File: src/rtl/multicycle_ctrl.sv
// Multicycle control FSM for an RV32I subset (lw, sw, R-type, I-type ALU, beq, jal).
// Drives the datapath mux selects and write strobes for one shared ALU, a
// unified memory and the register file, one instruction over several cycles.
module multicycle_ctrl #(
    parameter bit TRAP_ON_ILLEGAL = 1'b1
) (
    input  logic       clk,
    input  logic       rst,
    input  logic [6:0] op,
    input  logic [2:0] funct3,
    input  logic       funct7,
    input  logic       Zero,
    input  logic       MemReady,
    output logic       PCWrite,
    output logic       AdrSrc,
    output logic       MemWrite,
    output logic       IRWrite,
    output logic       RegWrite,
    output logic [1:0] ResultSrc,
    output logic [1:0] ALUSrcA,
    output logic [1:0] ALUSrcB,
    output logic [1:0] ImmSrc,
    output logic [2:0] ALUControl,
    output logic       InstrDone,
    output logic       Trap,
    output logic [3:0] State
);

    localparam logic [6:0] OP_LW  = 7'b0000011;
    localparam logic [6:0] OP_SW  = 7'b0100011;
    localparam logic [6:0] OP_R   = 7'b0110011;
    localparam logic [6:0] OP_I   = 7'b0010011;
    localparam logic [6:0] OP_JAL = 7'b1101111;
    localparam logic [6:0] OP_BEQ = 7'b1100011;

    localparam logic [2:0] ALU_ADD = 3'b000;
    localparam logic [2:0] ALU_SUB = 3'b001;
    localparam logic [2:0] ALU_AND = 3'b010;
    localparam logic [2:0] ALU_OR  = 3'b011;
    localparam logic [2:0] ALU_SLT = 3'b101;

    typedef enum logic [3:0] {
        S_FETCH    = 4'd0,
        S_DECODE   = 4'd1,
        S_MEMADR   = 4'd2,
        S_MEMREAD  = 4'd3,
        S_MEMWB    = 4'd4,
        S_MEMWRITE = 4'd5,
        S_EXECR    = 4'd6,
        S_EXECI    = 4'd7,
        S_ALUWB    = 4'd8,
        S_JAL      = 4'd9,
        S_BEQ      = 4'd10,
        S_ERROR    = 4'd11
    } state_t;

    state_t state, state_nxt;
    logic [2:0] alu_dec;

    // State register; reset overrides any pending transition.
    always_ff @(posedge clk) begin
        if (rst) state <= S_FETCH;
        else     state <= state_nxt;
    end

    assign State = state;

    // Immediate format straight from the opcode, independent of state.
    always_comb begin
        ImmSrc = 2'b00;
        case (op)
            OP_SW:   ImmSrc = 2'b01;
            OP_BEQ:  ImmSrc = 2'b10;
            OP_JAL:  ImmSrc = 2'b11;
            default: ImmSrc = 2'b00;
        endcase
    end

    // ALU operation for the execute states; sub only for R-type with funct7 set.
    always_comb begin
        alu_dec = ALU_ADD;
        case (funct3)
            3'b000:  alu_dec = (op == OP_R && funct7) ? ALU_SUB : ALU_ADD;
            3'b010:  alu_dec = ALU_SLT;
            3'b110:  alu_dec = ALU_OR;
            3'b111:  alu_dec = ALU_AND;
            default: alu_dec = ALU_ADD;
        endcase
    end

    // Next-state and datapath controls; strobes are masked while rst is high.
    always_comb begin
        state_nxt  = state;
        PCWrite    = 1'b0;
        AdrSrc     = 1'b0;
        MemWrite   = 1'b0;
        IRWrite    = 1'b0;
        RegWrite   = 1'b0;
        ResultSrc  = 2'b00;
        ALUSrcA    = 2'b00;
        ALUSrcB    = 2'b00;
        ALUControl = ALU_ADD;
        InstrDone  = 1'b0;
        Trap       = 1'b0;
        case (state)
            S_FETCH: begin
                ALUSrcB   = 2'b10;
                ResultSrc = 2'b10;
                IRWrite   = MemReady;
                PCWrite   = MemReady;
                if (MemReady) state_nxt = S_DECODE;
            end
            S_DECODE: begin
                ALUSrcA = 2'b01;
                ALUSrcB = 2'b01;
                case (op)
                    OP_LW, OP_SW: state_nxt = S_MEMADR;
                    OP_R:         state_nxt = S_EXECR;
                    OP_I:         state_nxt = S_EXECI;
                    OP_JAL:       state_nxt = S_JAL;
                    OP_BEQ:       state_nxt = S_BEQ;
                    default:      state_nxt = TRAP_ON_ILLEGAL ? S_ERROR : S_FETCH;
                endcase
            end
            S_MEMADR: begin
                ALUSrcA   = 2'b10;
                ALUSrcB   = 2'b01;
                state_nxt = (op == OP_SW) ? S_MEMWRITE : S_MEMREAD;
            end
            S_MEMREAD: begin
                AdrSrc = 1'b1;
                if (MemReady) state_nxt = S_MEMWB;
            end
            S_MEMWB: begin
                ResultSrc = 2'b01;
                RegWrite  = 1'b1;
                InstrDone = 1'b1;
                state_nxt = S_FETCH;
            end
            S_MEMWRITE: begin
                AdrSrc    = 1'b1;
                MemWrite  = 1'b1;
                InstrDone = MemReady;
                if (MemReady) state_nxt = S_FETCH;
            end
            S_EXECR: begin
                ALUSrcA    = 2'b10;
                ALUControl = alu_dec;
                state_nxt  = S_ALUWB;
            end
            S_EXECI: begin
                ALUSrcA    = 2'b10;
                ALUSrcB    = 2'b01;
                ALUControl = alu_dec;
                state_nxt  = S_ALUWB;
            end
            S_ALUWB: begin
                RegWrite  = 1'b1;
                InstrDone = 1'b1;
                state_nxt = S_FETCH;
            end
            S_JAL: begin
                ALUSrcA   = 2'b01;
                ALUSrcB   = 2'b10;
                PCWrite   = 1'b1;
                state_nxt = S_ALUWB;
            end
            S_BEQ: begin
                ALUSrcA    = 2'b10;
                ALUControl = ALU_SUB;
                PCWrite    = Zero;
                InstrDone  = 1'b1;
                state_nxt  = S_FETCH;
            end
            S_ERROR: begin
                Trap = 1'b1;
            end
            default: state_nxt = S_FETCH;
        endcase
        if (rst) begin
            PCWrite   = 1'b0;
            MemWrite  = 1'b0;
            IRWrite   = 1'b0;
            RegWrite  = 1'b0;
            InstrDone = 1'b0;
            Trap      = 1'b0;
        end
    end

endmodule

File: config.mk
export PLATFORM = sky130hd
export DESIGN_NAME = multicycle_ctrl
export DESIGN_NICKNAME = d
export VERILOG_FILES = /design/src/rtl/multicycle_ctrl.sv
export SDC_FILE = /design/constraint.sdc
export NUM_CORES = 1
export LEC_CHECK = 0
export ABC_AREA = 1
export CAP_MARGIN = 20
export CELL_PAD_IN_SITES_DETAIL_PLACEMENT = 1
export CELL_PAD_IN_SITES_GLOBAL_PLACEMENT = 1
export CORE_ASPECT_RATIO = 2
export CORE_MARGIN = 2
export CORE_UTILIZATION = 21
export CTS_CLUSTER_DIAMETER = 200
export DETAILED_ROUTE_END_ITERATION = 7
export GPL_ROUTABILITY_DRIVEN = 0
export PLACE_DENSITY = 0.81
export SYNTH_ARGS = -nofsm -noshare
export SYNTH_HDL_FRONTEND = slang
export SYNTH_SLANG_ARGS = --single-unit
export TNS_END_PERCENT = 10
File: constraint.sdc
create_clock -name clk -period 1.7 [get_ports clk]
set_clock_uncertainty 0.2 [all_clocks]
set_input_delay 0.34 -clock clk [delete_from_list [all_inputs] [get_ports clk]]
set_output_delay 0.34 -clock clk [all_outputs]
set_load 0.02 [all_outputs]
# Word level (Yosys, flattened, before mapping)

Cells that the tools add are included.

Equality and inequality tests: 23
Mux-type cells: 26
Bitwise operators: 1
Reductions and logical operators: 14

Operator list:

| operator                                                         | number |
|---|---|
| 4-bit one-hot mux with 7 select lines                            | 1 |
| 4-bit one-hot mux with 5 select lines                            | 1 |
| 4-bit by 3-bit == test with 1-bit output (second input constant) | 4 |
| 4-bit == test (second input constant)                            | 4 |
| 7-bit by 6-bit == test with 1-bit output (second input constant) | 2 |
| 7-bit == test (second input constant)                            | 2 |
| 1-bit 2-to-1 mux                                                 | 12 |
| 4-bit 2-to-1 mux                                                 | 3 |
| 2-bit one-hot mux with 2 select lines                            | 3 |
| 3-bit one-hot mux with 4 select lines                            | 1 |
| 2-bit OR reduction                                               | 6 |
| 3-bit OR reduction                                               | 3 |
| 4-bit by 2-bit == test with 1-bit output (second input constant) | 2 |
| 7-bit by 2-bit == test with 1-bit output (second input constant) | 1 |
| 7-bit by 5-bit == test with 1-bit output (second input constant) | 1 |
| 3-bit == test (second input constant)                            | 2 |
| 2-bit != test (second input constant)                            | 3 |
| 2-bit one-hot mux with 3 select lines                            | 1 |
| 3-bit one-hot mux with 2 select lines                            | 1 |
| 4-bit by 1-bit == test with 1-bit output (second input constant) | 1 |
| 4-bit zero test                                                  | 1 |
| 4-bit AND reduction                                              | 1 |
| 4-bit OR reduction                                               | 1 |
| 3-bit by 2-bit == test with 1-bit output (second input constant) | 1 |
| other kinds (6)                                                  | 6 |

Register bits: 4
Input bits: 15
Output and inout port bits: 22
Logic and storage cells: 65

# Longest topological paths before layout

Depth after elaboration: 5
Gate-level depth with buffers: 8
Gate-level depth less buffers: 8

# Worst setup path before layout

OpenSTA, ideal clock, no wires.

Path kind: register to output
Start point: register state[2], in the netlist State[2]
End point: output ALUControl[2]
Data arrival time: 1.415 ns
Required time: 1.160 ns
Path slack: -0.255 ns
Cell stages (with the launch flop): 7
Path buffers: 0
Cells stage by stage: dfxtp_1 > inv_2 > nor2_2 > inv_1 > nor2_2 > inv_1 > nor3_1

Word-level cells in the longest chain between the ends: 3
Elaborated cells on any way between the ends: 5
Classes of those cells: eq/ne: 3; mux: 1; reduce/logical: 1

Ends and longest elaborated chain:

| element                                  | RTL line | text |
|---|---|---|
| start: declaration                       | 57       | `state_t state, state_nxt;` |
| start signal: assignment                 | 63       | `else state <= state_nxt;` |
| 4-bit by 3-bit == test with 1-bit output | 105      | `case (state)` |
| 2-bit OR reduction (no source line)      | n/a      |  |
| 3-bit one-hot mux with 2 select lines *  | 105      |  |
| end: declaration                         | 23       | `output logic [2:0] ALUControl,` |

Mark *: on every way between the ends. The rest lies on a longest branch, timed or not.

# Final worst setup path

Start point: register state[2], in the netlist State[2]
End point: output ALUSrcB[0]

Word-level cells in the longest chain between the ends: 3
Elaborated cells on any way between the ends: 8
Classes of those cells: eq/ne: 4; mux: 1; reduce/logical: 3

Ends and longest elaborated chain:

| element                                                                          | RTL line | text |
|---|---|---|
| 4-bit by 1-bit == test with 1-bit output, or another cell as far along           | 105      |  |
| 3-bit OR reduction (no source line) / 2-bit OR reduction (equally long branches) | n/a      |  |
| 2-bit one-hot mux with 2 select lines *                                          | 105      |  |
| end: declaration                                                                 | 21       | `output logic [1:0] ALUSrcB,` |

Marks and branches as above.

==> qor.yml <==
cells_and_area:
  largest_register_ffs: 4
  areaGrowthSynthToFinish_pct: 174
  drive_above_1_share: 0.645
  fill_cells: 328
  nets: 214
logic_synthesis:
  synthFlopType: "dfxtp_1"
  yosysWarnings: 0
  syn_area_um2: 549
  synth_area_leader_cell: "nand2_1"
  postSynth.asyncResetShare: 0
  synthCells: 108
  yosysSeqAreaShare: 0.146
  ys_ff_latch: 4
  ys_top_cells_by_area: "nand2_1, dfxtp_1, inv_1"
  synthesis.nets: 123
  yosys-top-cells-count: "nand2_1, inv_1, nor2_1"
  synth.most_common_cell: "nand2_1"
  synth.avg_cell_area_um2: 5.09
  synth_top_cell_area_share: 0.171
  synth_cell_types: 18
  synth_edf_count: 0
sta:
  slew_violations: 0
  setup_viol: 17
  rsz0062_at_grt: "yes"
  worst_pin_slew_ps: 218
  finalWorstSetupSlack_ps: -210
  layout_min_cycle_time_ps: 1910
  period_share: 1.12
  slew_headroom: 0.853
  tns_ps: -2160
  hold_viol: 0
  fmax_mhz: 524
pwr:
  vdd_drop_max_mv: 0.926
  power.switching_mw: 1.04
  p_per_area_nw_per_um2: 1380
  p_leak_nw: 0.837
  combPwrFrac: 0.796
  clkPwrFrac: 0.096
  internal-power_mw: 1.04
  swShare: 0.502
  power_frac_seq: 0.108
setup_path:
  arrival_ps: 1370
  worst_setup_path_start_kind: "flip-flop"
  critPathKind: "reg -> out"
  end_kind: "primary output"
  cp_max_fo: 3
  cp.required_ps: 1160
routing:
  drc_errors: 0
  wirelength_um: 4030
  wl_per_cell_um: 17.8
  via_per_inst: 4.99
  drt_pass1_iterations: 4
  ant_nets: 0
  vias: 1127
  drt-initial-drc-count: 22
cts:
  clk_latency_ps: 220
  clkTransAtPathRegs_ps: 30
  cts_root_buffer: "clkbuf_8"
  htree_levels: 1
  cts_tree: "done"
  cts.sinks: 4
  cts_buffer_depth: 2
  postCtsHoldBufs: 0
  numCtsBuffers: 3
die:
  core_um2: 2500
  num_io_pins: 37
  rows: 26
  die_h_um: 76.3
  die-area_um2: 3070
  start_util: 0.219
  die_w_um: 40.2
placement:
  hpwlAfterDp_um: 2730
  port_buffers: 36
  dp_slack_ps: -1020
grt:
  grt_usage: 0.264
  grt_pass1_vias: 1261
  grt_first_pass_wirelength_um: 5710
  overflow: 0
  grt_max_degree: 7
  antenna_found_initial: 1
flow_run:
  maxCapViolCount: 0
run_status:
  violations: "negative setup slack"
  status: "finished with violations"
min_path:
  hold_path_class: "in -> reg"
## metal layers
layer | part of all wire | up-vias | GRT usage
met5 | 0 | - | 0
met4 | 0.023 | 0 | 0.117
met3 | 0.029 | 10 | 0.0292
met2 | 0.65 | 35 | 0.529
met1 | 0.30 | 549 | 0.210
li1 | - | 533 | -
## power by group through the flow
stage | logic [mW] | clock network [mW] | registers, mW
floorplan | 0.575 | 0 | 0.227
global placement | 1.37 | 0 | 0.184
detailed placement | 1.43 | 0 | 0.185
CTS | 1.44 | 0.200 | 0.201
global route | 1.75 | 0.211 | 0.229
finish | 1.66 | 0.200 | 0.225
## kinds of logic after synthesis
logic type | synth area share
AO/OA/AOI/OAI | 0.212
AND/OR/NAND/NOR | 0.485
buffers and inverters | 0.157
flip-flops | 0.146
## final timing paths
path	startpoint	endpoint	slack (ps)	cells past startpoint
max	State[2]$_SDFFE_PP0P_	ALUSrcB[0]	-210	7
min reg2reg	State[0]$_SDFFE_PP0P_	State[0]$_SDFFE_PP0P_	500	3
min	op[4]	State[2]$_SDFFE_PP0P_	410	5
max reg2reg	State[0]$_SDFFE_PP0P_	State[0]$_SDFFE_PP0P_	-80	9
## timing repair
item	in CTS	in global routing
resized for setup	153	42
pin swaps	8	13
endpoints found under the setup margin	25	20
setup buffers	6	4
## final cells by class
| cell class | instances | area, um2 | area share |
|---|---|---|---|
| Sequential cell | 4 | 87.6 | 0.0581 |
| Multi-Input combinational cell | 81 | 526 | 0.349 |
| Clock buffer | 3 | 41.3 | 0.0274 |
| Inverter | 22 | 87.6 | 0.0581 |
| Timing Repair Buffer | 87 | 727 | 0.483 |
| Tap cell | 28 | 35.0 | 0.0233 |
| Antenna cell | 1 | 2.50 | 0.00166 |
## metrics by stage
| step | hold slack [ps] | cell area (um2) | util | cells | total power [mW] |
|---|---|---|---|---|---|
| 4_1_cts | 466 | 1390 | 0.555 | 221 | 1.84 |
| 3_3_place_gp | 473 | 1250 | 0.501 | 212 | 1.55 |
| 5_1_grt | 433 | 1510 | 0.601 | 226 | 2.19 |
| 6_report | 415 | 1510 | 0.601 | 226 | 2.08 |
| 3_5_place_dp | 482 | 1250 | 0.501 | 212 | 1.61 |
| 2_1_floorplan | 365 | 554 | - | 108 | 0.802 |
## layout by cell type (no fill, tap or decap), drive strengths merged
master          n
buf            74
nand2          25
nor2           23
inv            22
o21ai          11
nand3           9
dlygate4sd2     6
a21oi           6
dlymetal6s2s    4
dfxtp           4
clkbuf          4
nor3            3
clkdlybuf4s50   2
diode           1
nand4           1
a221oi          1
o2111ai         1
a31oi           1
## worst max-delay path, cell delays in order (launching register included)
cell     delay, ps
dfxtp_4        340
buf_6          120
nor2_4         180
inv_4           70
nor2_4         120
nor2_1          50
o21ai_1        100
buf_4          170
(Power assumes the default switching activity.)
